**src/rtl/fifo_rr_wr_arbiter_if.sv**
```systemverilog
// Interface between the round-robin write arbiter, its producers, the FIFO and its consumer.
// The arbiter attaches through the slave modport; the environment drives through master.
interface fifo_rr_wr_arbiter_if #(
  parameter int NUM_REQ    = 4,
  parameter int FIFO_WIDTH = 16
);
  logic [NUM_REQ-1:0]            req;
  logic [NUM_REQ*FIFO_WIDTH-1:0] req_data;
  logic [NUM_REQ-1:0]            gnt;
  logic                          fifo_wr_en;
  logic [FIFO_WIDTH-1:0]         fifo_data_in;
  logic                          fifo_full;
  logic                          fifo_almostfull;
  logic                          fifo_empty;
  logic                          fifo_overflow;
  logic                          fifo_underflow;
  logic                          cons_rd_en;
  logic                          fifo_rd_en;
  logic                          flush_req;
  logic                          flush_done;
  logic                          err_overflow;
  logic                          err_underflow;
  logic                          err_clr;

  modport slave (
    input  req, req_data, fifo_full, fifo_almostfull, fifo_empty,
           fifo_overflow, fifo_underflow, cons_rd_en, flush_req, err_clr,
    output gnt, fifo_wr_en, fifo_data_in, fifo_rd_en, flush_done,
           err_overflow, err_underflow
  );

  modport master (
    output req, req_data, fifo_full, fifo_almostfull, fifo_empty,
           fifo_overflow, fifo_underflow, cons_rd_en, flush_req, err_clr,
    input  gnt, fifo_wr_en, fifo_data_in, fifo_rd_en, flush_done,
           err_overflow, err_underflow
  );
endinterface

```
**src/rtl/fifo_rr_wr_arbiter.sv**
```systemverilog
// Round-robin write arbiter / sequencer for the synchronous FIFO, with flush and sticky errors.
// Define ARB_BURST_EN to let a winner keep priority for up to MAX_BURST consecutive grants.
module fifo_rr_wr_arbiter #(
  parameter int NUM_REQ    = 4,
  parameter int FIFO_WIDTH = 16,
  parameter int MAX_BURST  = 4
) (
  input logic                clk,
  input logic                rst_n,
  fifo_rr_wr_arbiter_if.slave bus
);
  localparam int PTR_W = $clog2(NUM_REQ);

  typedef enum logic [1:0] {
    ARB     = 2'd0,
    FLUSH   = 2'd1,
    FLUSHED = 2'd2
  } state_t;

  if (NUM_REQ < 2 || NUM_REQ > 16 || MAX_BURST < 1) begin : g_bad_params
    $error("fifo_rr_wr_arbiter: parameter out of legal range");
  end

  state_t                state, state_nxt;
  logic [PTR_W-1:0]      rr_ptr;
  logic [PTR_W-1:0]      found_idx, pick;
  logic                  found, pick_valid;
  logic                  can_issue, grant;
  logic                  rd_c;
  logic                  wr_en_q, flush_done_q, err_ov_q, err_un_q;
  logic [FIFO_WIDTH-1:0] data_q;

  // The in-flight write is counted against almostfull so the FIFO can never be over-written.
  assign can_issue = !bus.fifo_full && !(bus.fifo_almostfull && wr_en_q);

  // NOTE: every variable written in an always_comb gets a default first, so no path can infer a latch.
  always_comb begin
    int idx;
    found     = 1'b0;
    found_idx = '0;
    idx       = 0;
    for (int k = 0; k < NUM_REQ; k++) begin
      idx = int'(rr_ptr) + k;
      if (idx >= NUM_REQ) idx = idx - NUM_REQ;
      if (!found && bus.req[idx]) begin
        found     = 1'b1;
        found_idx = PTR_W'(idx);
      end
    end
  end

`ifdef ARB_BURST_EN
  localparam int CNT_W = $clog2(MAX_BURST + 1);

  logic [CNT_W-1:0] burst_cnt;
  logic [PTR_W-1:0] holder;
  logic             keep;

  // The holder outranks the rotation while it still requests and has burst budget left.
  assign keep = (burst_cnt != '0) && (burst_cnt < CNT_W'(MAX_BURST)) && bus.req[holder];

  always_ff @(posedge clk or negedge rst_n) begin
    if (!rst_n) begin
      burst_cnt <= '0;
      holder    <= '0;
    end else if (state != ARB || bus.flush_req) begin
      burst_cnt <= '0;
    end else if (grant) begin
      if (keep) begin
        burst_cnt <= burst_cnt + 1'b1;
      end else begin
        burst_cnt <= CNT_W'(1);
        holder    <= pick;
      end
    end else if (!keep) begin
      burst_cnt <= '0;
    end
  end
`endif

  always_comb begin
    pick       = found_idx;
    pick_valid = found;
`ifdef ARB_BURST_EN
    if (keep) begin
      pick       = holder;
      pick_valid = 1'b1;
    end
`endif
  end

  assign grant = (state == ARB) && !bus.flush_req && can_issue && pick_valid;

  always_comb begin
    state_nxt = state;
    rd_c      = 1'b0;
    case (state)
      ARB: begin
        rd_c = bus.cons_rd_en;
        if (bus.flush_req) state_nxt = FLUSH;
      end
      FLUSH: begin
        rd_c = !bus.fifo_empty;
        // Wait for the last in-flight write to land before calling the FIFO drained.
        if (bus.fifo_empty && !wr_en_q) state_nxt = FLUSHED;
      end
      FLUSHED: begin
        if (!bus.flush_req) state_nxt = ARB;
      end
      default: state_nxt = ARB;
    endcase
  end

  // NOTE: sequential state uses non-blocking assignments so all registers update from pre-edge values.
  always_ff @(posedge clk or negedge rst_n) begin
    if (!rst_n) begin
      state        <= ARB;
      rr_ptr       <= '0;
      wr_en_q      <= 1'b0;
      data_q       <= '0;
      flush_done_q <= 1'b0;
      err_ov_q     <= 1'b0;
      err_un_q     <= 1'b0;
    end else begin
      state        <= state_nxt;
      flush_done_q <= (state_nxt == FLUSHED);
      wr_en_q      <= grant;
      if (grant) begin
        data_q <= bus.req_data[pick*FIFO_WIDTH +: FIFO_WIDTH];
        rr_ptr <= (pick == PTR_W'(NUM_REQ - 1)) ? '0 : pick + 1'b1;
      end
      if (bus.fifo_overflow)  err_ov_q <= 1'b1;
      else if (bus.err_clr)   err_ov_q <= 1'b0;
      if (bus.fifo_underflow) err_un_q <= 1'b1;
      else if (bus.err_clr)   err_un_q <= 1'b0;
    end
  end

  assign bus.gnt           = (grant ? (NUM_REQ'(1) << pick) : '0) & {NUM_REQ{rst_n}};
  assign bus.fifo_rd_en    = rd_c & rst_n;
  assign bus.fifo_wr_en    = wr_en_q;
  assign bus.fifo_data_in  = data_q;
  assign bus.flush_done    = flush_done_q;
  assign bus.err_overflow  = err_ov_q;
  assign bus.err_underflow = err_un_q;
endmodule

```
**src/flat_wrapper.sv**
```systemverilog
// flat-port wrapper written by rule: the top's interface ports become plain ports
module fifo_rr_wr_arbiter_flat 
#(
  parameter int NUM_REQ    = 4,
  parameter int FIFO_WIDTH = 16,
  parameter int MAX_BURST  = 4
)
  (clk, rst_n, bus_req, bus_req_data, bus_fifo_full, bus_fifo_almostfull, bus_fifo_empty, bus_fifo_overflow, bus_fifo_underflow, bus_cons_rd_en, bus_flush_req, bus_err_clr, bus_gnt, bus_fifo_wr_en, bus_fifo_data_in, bus_fifo_rd_en, bus_flush_done, bus_err_overflow, bus_err_underflow);
  fifo_rr_wr_arbiter_if #(.NUM_REQ(NUM_REQ), .FIFO_WIDTH(FIFO_WIDTH)) bus_i ();
  input logic clk;
  input logic rst_n;
  input wire logic [$bits(bus_i.req)-1:0] bus_req;
  input wire logic [$bits(bus_i.req_data)-1:0] bus_req_data;
  input wire logic [$bits(bus_i.fifo_full)-1:0] bus_fifo_full;
  input wire logic [$bits(bus_i.fifo_almostfull)-1:0] bus_fifo_almostfull;
  input wire logic [$bits(bus_i.fifo_empty)-1:0] bus_fifo_empty;
  input wire logic [$bits(bus_i.fifo_overflow)-1:0] bus_fifo_overflow;
  input wire logic [$bits(bus_i.fifo_underflow)-1:0] bus_fifo_underflow;
  input wire logic [$bits(bus_i.cons_rd_en)-1:0] bus_cons_rd_en;
  input wire logic [$bits(bus_i.flush_req)-1:0] bus_flush_req;
  input wire logic [$bits(bus_i.err_clr)-1:0] bus_err_clr;
  output wire logic [$bits(bus_i.gnt)-1:0] bus_gnt;
  output wire logic [$bits(bus_i.fifo_wr_en)-1:0] bus_fifo_wr_en;
  output wire logic [$bits(bus_i.fifo_data_in)-1:0] bus_fifo_data_in;
  output wire logic [$bits(bus_i.fifo_rd_en)-1:0] bus_fifo_rd_en;
  output wire logic [$bits(bus_i.flush_done)-1:0] bus_flush_done;
  output wire logic [$bits(bus_i.err_overflow)-1:0] bus_err_overflow;
  output wire logic [$bits(bus_i.err_underflow)-1:0] bus_err_underflow;
  assign bus_i.req = bus_req;
  assign bus_i.req_data = bus_req_data;
  assign bus_i.fifo_full = bus_fifo_full;
  assign bus_i.fifo_almostfull = bus_fifo_almostfull;
  assign bus_i.fifo_empty = bus_fifo_empty;
  assign bus_i.fifo_overflow = bus_fifo_overflow;
  assign bus_i.fifo_underflow = bus_fifo_underflow;
  assign bus_i.cons_rd_en = bus_cons_rd_en;
  assign bus_i.flush_req = bus_flush_req;
  assign bus_i.err_clr = bus_err_clr;
  assign bus_gnt = bus_i.gnt;
  assign bus_fifo_wr_en = bus_i.fifo_wr_en;
  assign bus_fifo_data_in = bus_i.fifo_data_in;
  assign bus_fifo_rd_en = bus_i.fifo_rd_en;
  assign bus_flush_done = bus_i.flush_done;
  assign bus_err_overflow = bus_i.err_overflow;
  assign bus_err_underflow = bus_i.err_underflow;
  fifo_rr_wr_arbiter #(.NUM_REQ(NUM_REQ), .FIFO_WIDTH(FIFO_WIDTH), .MAX_BURST(MAX_BURST)) u_core (.clk(clk), .rst_n(rst_n), .bus(bus_i));
endmodule
```
**config.mk**
```make
export PLATFORM = sky130hd
export DESIGN_NAME = fifo_rr_wr_arbiter_flat
export DESIGN_NICKNAME = d
export VERILOG_FILES = /design/src/rtl/fifo_rr_wr_arbiter_if.sv /design/src/rtl/fifo_rr_wr_arbiter.sv /design/src/flat_wrapper.sv
export SDC_FILE = /design/constraint.sdc
export NUM_CORES = 1
export LEC_CHECK = 0
export ABC_AREA = 1
export BUFFER_PORTS_ARGS = -buffer_cell sky130_fd_sc_hd__buf_2
export CAP_MARGIN = 20
export CELL_PAD_IN_SITES_DETAIL_PLACEMENT = 0
export CELL_PAD_IN_SITES_GLOBAL_PLACEMENT = 1
export CORE_UTILIZATION = 34
export CTS_BUF_LIST = sky130_fd_sc_hd__clkbuf_4 sky130_fd_sc_hd__clkbuf_8
export CTS_CLUSTER_DIAMETER = 100
export CTS_CLUSTER_SIZE = 24
export DETAILED_ROUTE_END_ITERATION = 12
export PLACE_DENSITY = 0.9
export SLEW_MARGIN = 20
export SYNTH_ARGS = -nofsm -noshare
export SYNTH_HDL_FRONTEND = slang
export SYNTH_SLANG_ARGS = --single-unit
export TNS_END_PERCENT = 100
```
**constraint.sdc**
```tcl
create_clock -name clk -period 3.46 [get_ports clk]
set_clock_uncertainty 0.2 [all_clocks]
set_input_delay 0.692 -clock clk [delete_from_list [all_inputs] [get_ports clk]]
set_output_delay 0.692 -clock clk [all_outputs]
set_load 0.05 [all_outputs]
```
==> results.yml <==
timing:
  drv_slew: 0
  max_freq_ghz: 0.312
  hold_violations: 0
  rsz0062_at_grt: "false"
  period_needed_ns: 3.20
  slew_headroom_pct: 79.1
  finalSetupTns_ns: 0
  period_share_pct: 92.6
  tightest_slew_ns: 0.314
  setup_viol: 0
critical_path:
  r2r_slack_ns: 1.01
  start_kind: "flip-flop"
  arrival_ns: 2.31
  criticalPathCategory: "flip-flop to output port"
  cp_max_fo: 18
  rr_endpoint: "u_core.bus.fifo_data_in[9]"
  cp-endpoint: "bus_gnt[2]"
  crit_path_end_kind: "output port"
  r2r_cells: 13
  required_ns: 2.57
  cp-startpoint: "u_core.rr_ptr[0]"
  r2r_start: "u_core.rr_ptr[0]"
global_route:
  grt.overflow.total: 0
  grt_pass1_vias: 1978
  grt_usage_pct: 16.9
  antenna_found_initial: 0
  grt_pass1_wl_um: 8840
  grt_start_max_net_pins: 33
die:
  initial_core_util_pct: 35.7
  std_cell_rows: 28
  die_area_um2: 6650
  io_pins: 103
  dieHeight_um: 81.6
  die_x_um: 81.6
  core_um2: 6030
power_and_ir_drop:
  powerDensity_nw_per_um2: 1090
  p_leak_nw: 1.82
  irDropWorstVdd_mv: 0.452
placed_design:
  dp_hpwl_um: 4580
  portBuffers: 102
  gp_congestion: 0.873
  placed_area_um2: 2690
clock_tree:
  clockBufferDepth: 2
  ctsHoldBuffers: 0
  cts_tree: "done"
  cts-root-buf: "clkbuf_8"
  htree_levels: 1
  numCtsBuffers: 3
  cts.clk_slew.worst_paths_ns: 0.08
  clock-sinks: 24
  clk_latency_ns: 0.26
drt:
  remaining_drc_errors: 0
  wire_per_inst_um: 11.0
  wl_um: 5870
  drtAntennaViolNets: 0
  first_iter_violations: 163
  vias: 2499
  firstDrtPassIters: 4
  avgViaCountPerCell: 4.70
status:
  status: "finished clean"
final_layout:
  area_growth_pct: 27.8
  drive_gt1_share_pct: 28.0
  antenna_cells: 0
  stdcell_area_um2: 2750
  n_fill_cell: 677
  multi_input_area_um2: 1120
  ff_latch_area_um2: 602
  nNetsFinal: 537
yosys:
  ys_ff_latch: 24
  yosysWarnings: 0
  syn_inst: 362
  ys_seq_area_share_pct: 27.9
  synth.cell_area_um2: 2150
  ys_types: 24
  syn-num-nets: 441
  avgSynthCellArea_um2: 5.94
run:
  cap_viol_max_count: 0
worst_hold_path:
  hold_path_class: "input port to asynchronous set/reset pin"
-- sequential cells by signal, indices dropped and copies added, names as in the netlist --
name,flops
u_core.bus.err_overflow,1
u_core.bus.err_underflow,1
u_core.bus.fifo_data_in,16
u_core.bus.fifo_wr_en,1
u_core.bus.flush_done,1
u_core.rr_ptr,2
u_core.state,2
-- worst max-delay path: stages (launching register included) --
cell	delay (ns)
dfrtp_2	0.50
inv_6	0.08
nand2_1	0.08
nand2_2	0.08
nor2_1	0.15
nor2_1	0.09
nand3_4	0.23
nand2_4	0.19
inv_2	0.15
nand3_1	0.10
nor2_1	0.12
buf_2	0.27
-- metal layers --
| layer | track usage [%] | up-vias | part of all wire [%] |
|---|---|---|---|
| li1 | - | 1306 | - |
| met1 | 25.3 | 1092 | 48 |
| met2 | 26.1 | 95 | 45 |
| met3 | 1.33 | 6 | 6.0 |
| met4 | 3.75 | 0 | 0.87 |
| met5 | 0 | - | 0 |
-- how the worst min path moves through the flow --
stage / slack, ns / cells after the start / end
2_1_floorplan: 0.20 / 0 / u_core.bus.err_overflow
3_3_place_gp: 0.26 / 2 / u_core.bus.fifo_data_in[6]
3_5_place_dp: 0.26 / 2 / u_core.bus.fifo_data_in[6]
4_1_cts: 0.08 / 1 / u_core.bus.flush_done
5_1_grt: 0.08 / 1 / u_core.bus.flush_done
6_report: 0.07 / 1 / u_core.bus.flush_done
-- what timing repair did --
| action | 4_1_cts | 5_1_grt |
|---|---|---|
| resized for setup | 0 | 1 |
| endpoints found under the setup margin | 0 | 3 |
| buffers inserted | 0 | 1 |
-- logic make-up after synthesis --
group	synth area share [%]
buf+inv	20.3
simple gates	48.9
flops	27.9
compound gates	2.27
fa+ha+maj	0.581
-- synthesized netlist by cell type --
cell type / n / area share (%)
nand2_1: 138 / 24
inv_1: 77 / 13
nand3_1: 40 / 9.3
nand4_1: 32 / 9.3
dfrtp_1: 24 / 28
buf_2: 10 / 2.3
nor2_1: 10 / 1.7
buf_4: 4 / 1.4
buf_6: 4 / 2.1
inv_2: 3 / 0.52
a21oi_1: 2 / 0.47
nand2_2: 2 / 0.58
nand3_2: 2 / 0.93
nand3_4: 2 / 1.6
o21ai_0: 2 / 0.47
o21bai_1: 2 / 0.70
a31oi_1: 1 / 0.29
clkbuf_1: 1 / 0.17
ha_1: 1 / 0.58
inv_6: 1 / 0.41
nand2_4: 1 / 0.52
nor2_4: 1 / 0.52
nor4_1: 1 / 0.29
o31ai_1: 1 / 0.35
-- metrics by stage --
step	instances	power, mW	worst slack, ns	util [%]	hold WS [ns]
after global routing	532	3.28	0.00942	45.6	0.0771
after global placement	527	2.81	0.339	44.6	0.261
after floorplan	362	2.42	0.128	-	0.196
after CTS	531	3.02	0.102	45.5	0.0816
after detailed placement	527	2.82	0.279	44.6	0.261
final	532	3.01	0.255	45.6	0.0744
-- cells in the final DEF, fill, tap and decap left out --
| cell | count |
|---|---|
| nand2_1 | 138 |
| buf_2 | 102 |
| inv_1 | 77 |
| nand3_1 | 40 |
| nand4_1 | 32 |
| dfrtp_1 | 23 |
| nor2_1 | 10 |
| buf_4 | 8 |
| clkbuf_8 | 4 |
| inv_2 | 3 |
| nand2_2 | 2 |
| nand3_4 | 2 |
| a21oi_1 | 2 |
| nand3_2 | 2 |
| o21bai_1 | 2 |
| o21ai_0 | 2 |
| o31ai_1 | 1 |
| inv_6 | 1 |
| nor2_4 | 1 |
| nand2_4 | 1 |
| a31oi_1 | 1 |
| nor4_2 | 1 |
| ha_1 | 1 |
| dfrtp_2 | 1 |
-- where the power goes --
| part | internal [mW] | switching [mW] |
|---|---|---|
| Sequential | 0.400 | 0.0886 |
| Clock | 0.101 | 0.0849 |
| Combinational | 0.695 | 1.64 |
| Total | 1.20 | 1.82 |
-- layout make-up --
class                   instances  share of cell area, %
multi-input cells             238                   40.7
flip-flops and latches         24                   21.9
repair buffers                110                   20.7
inverters                      81                   11.2
well taps                      75                   3.41
clock buffers                   4                   2.00
Power figures use the tool's default switching activity.
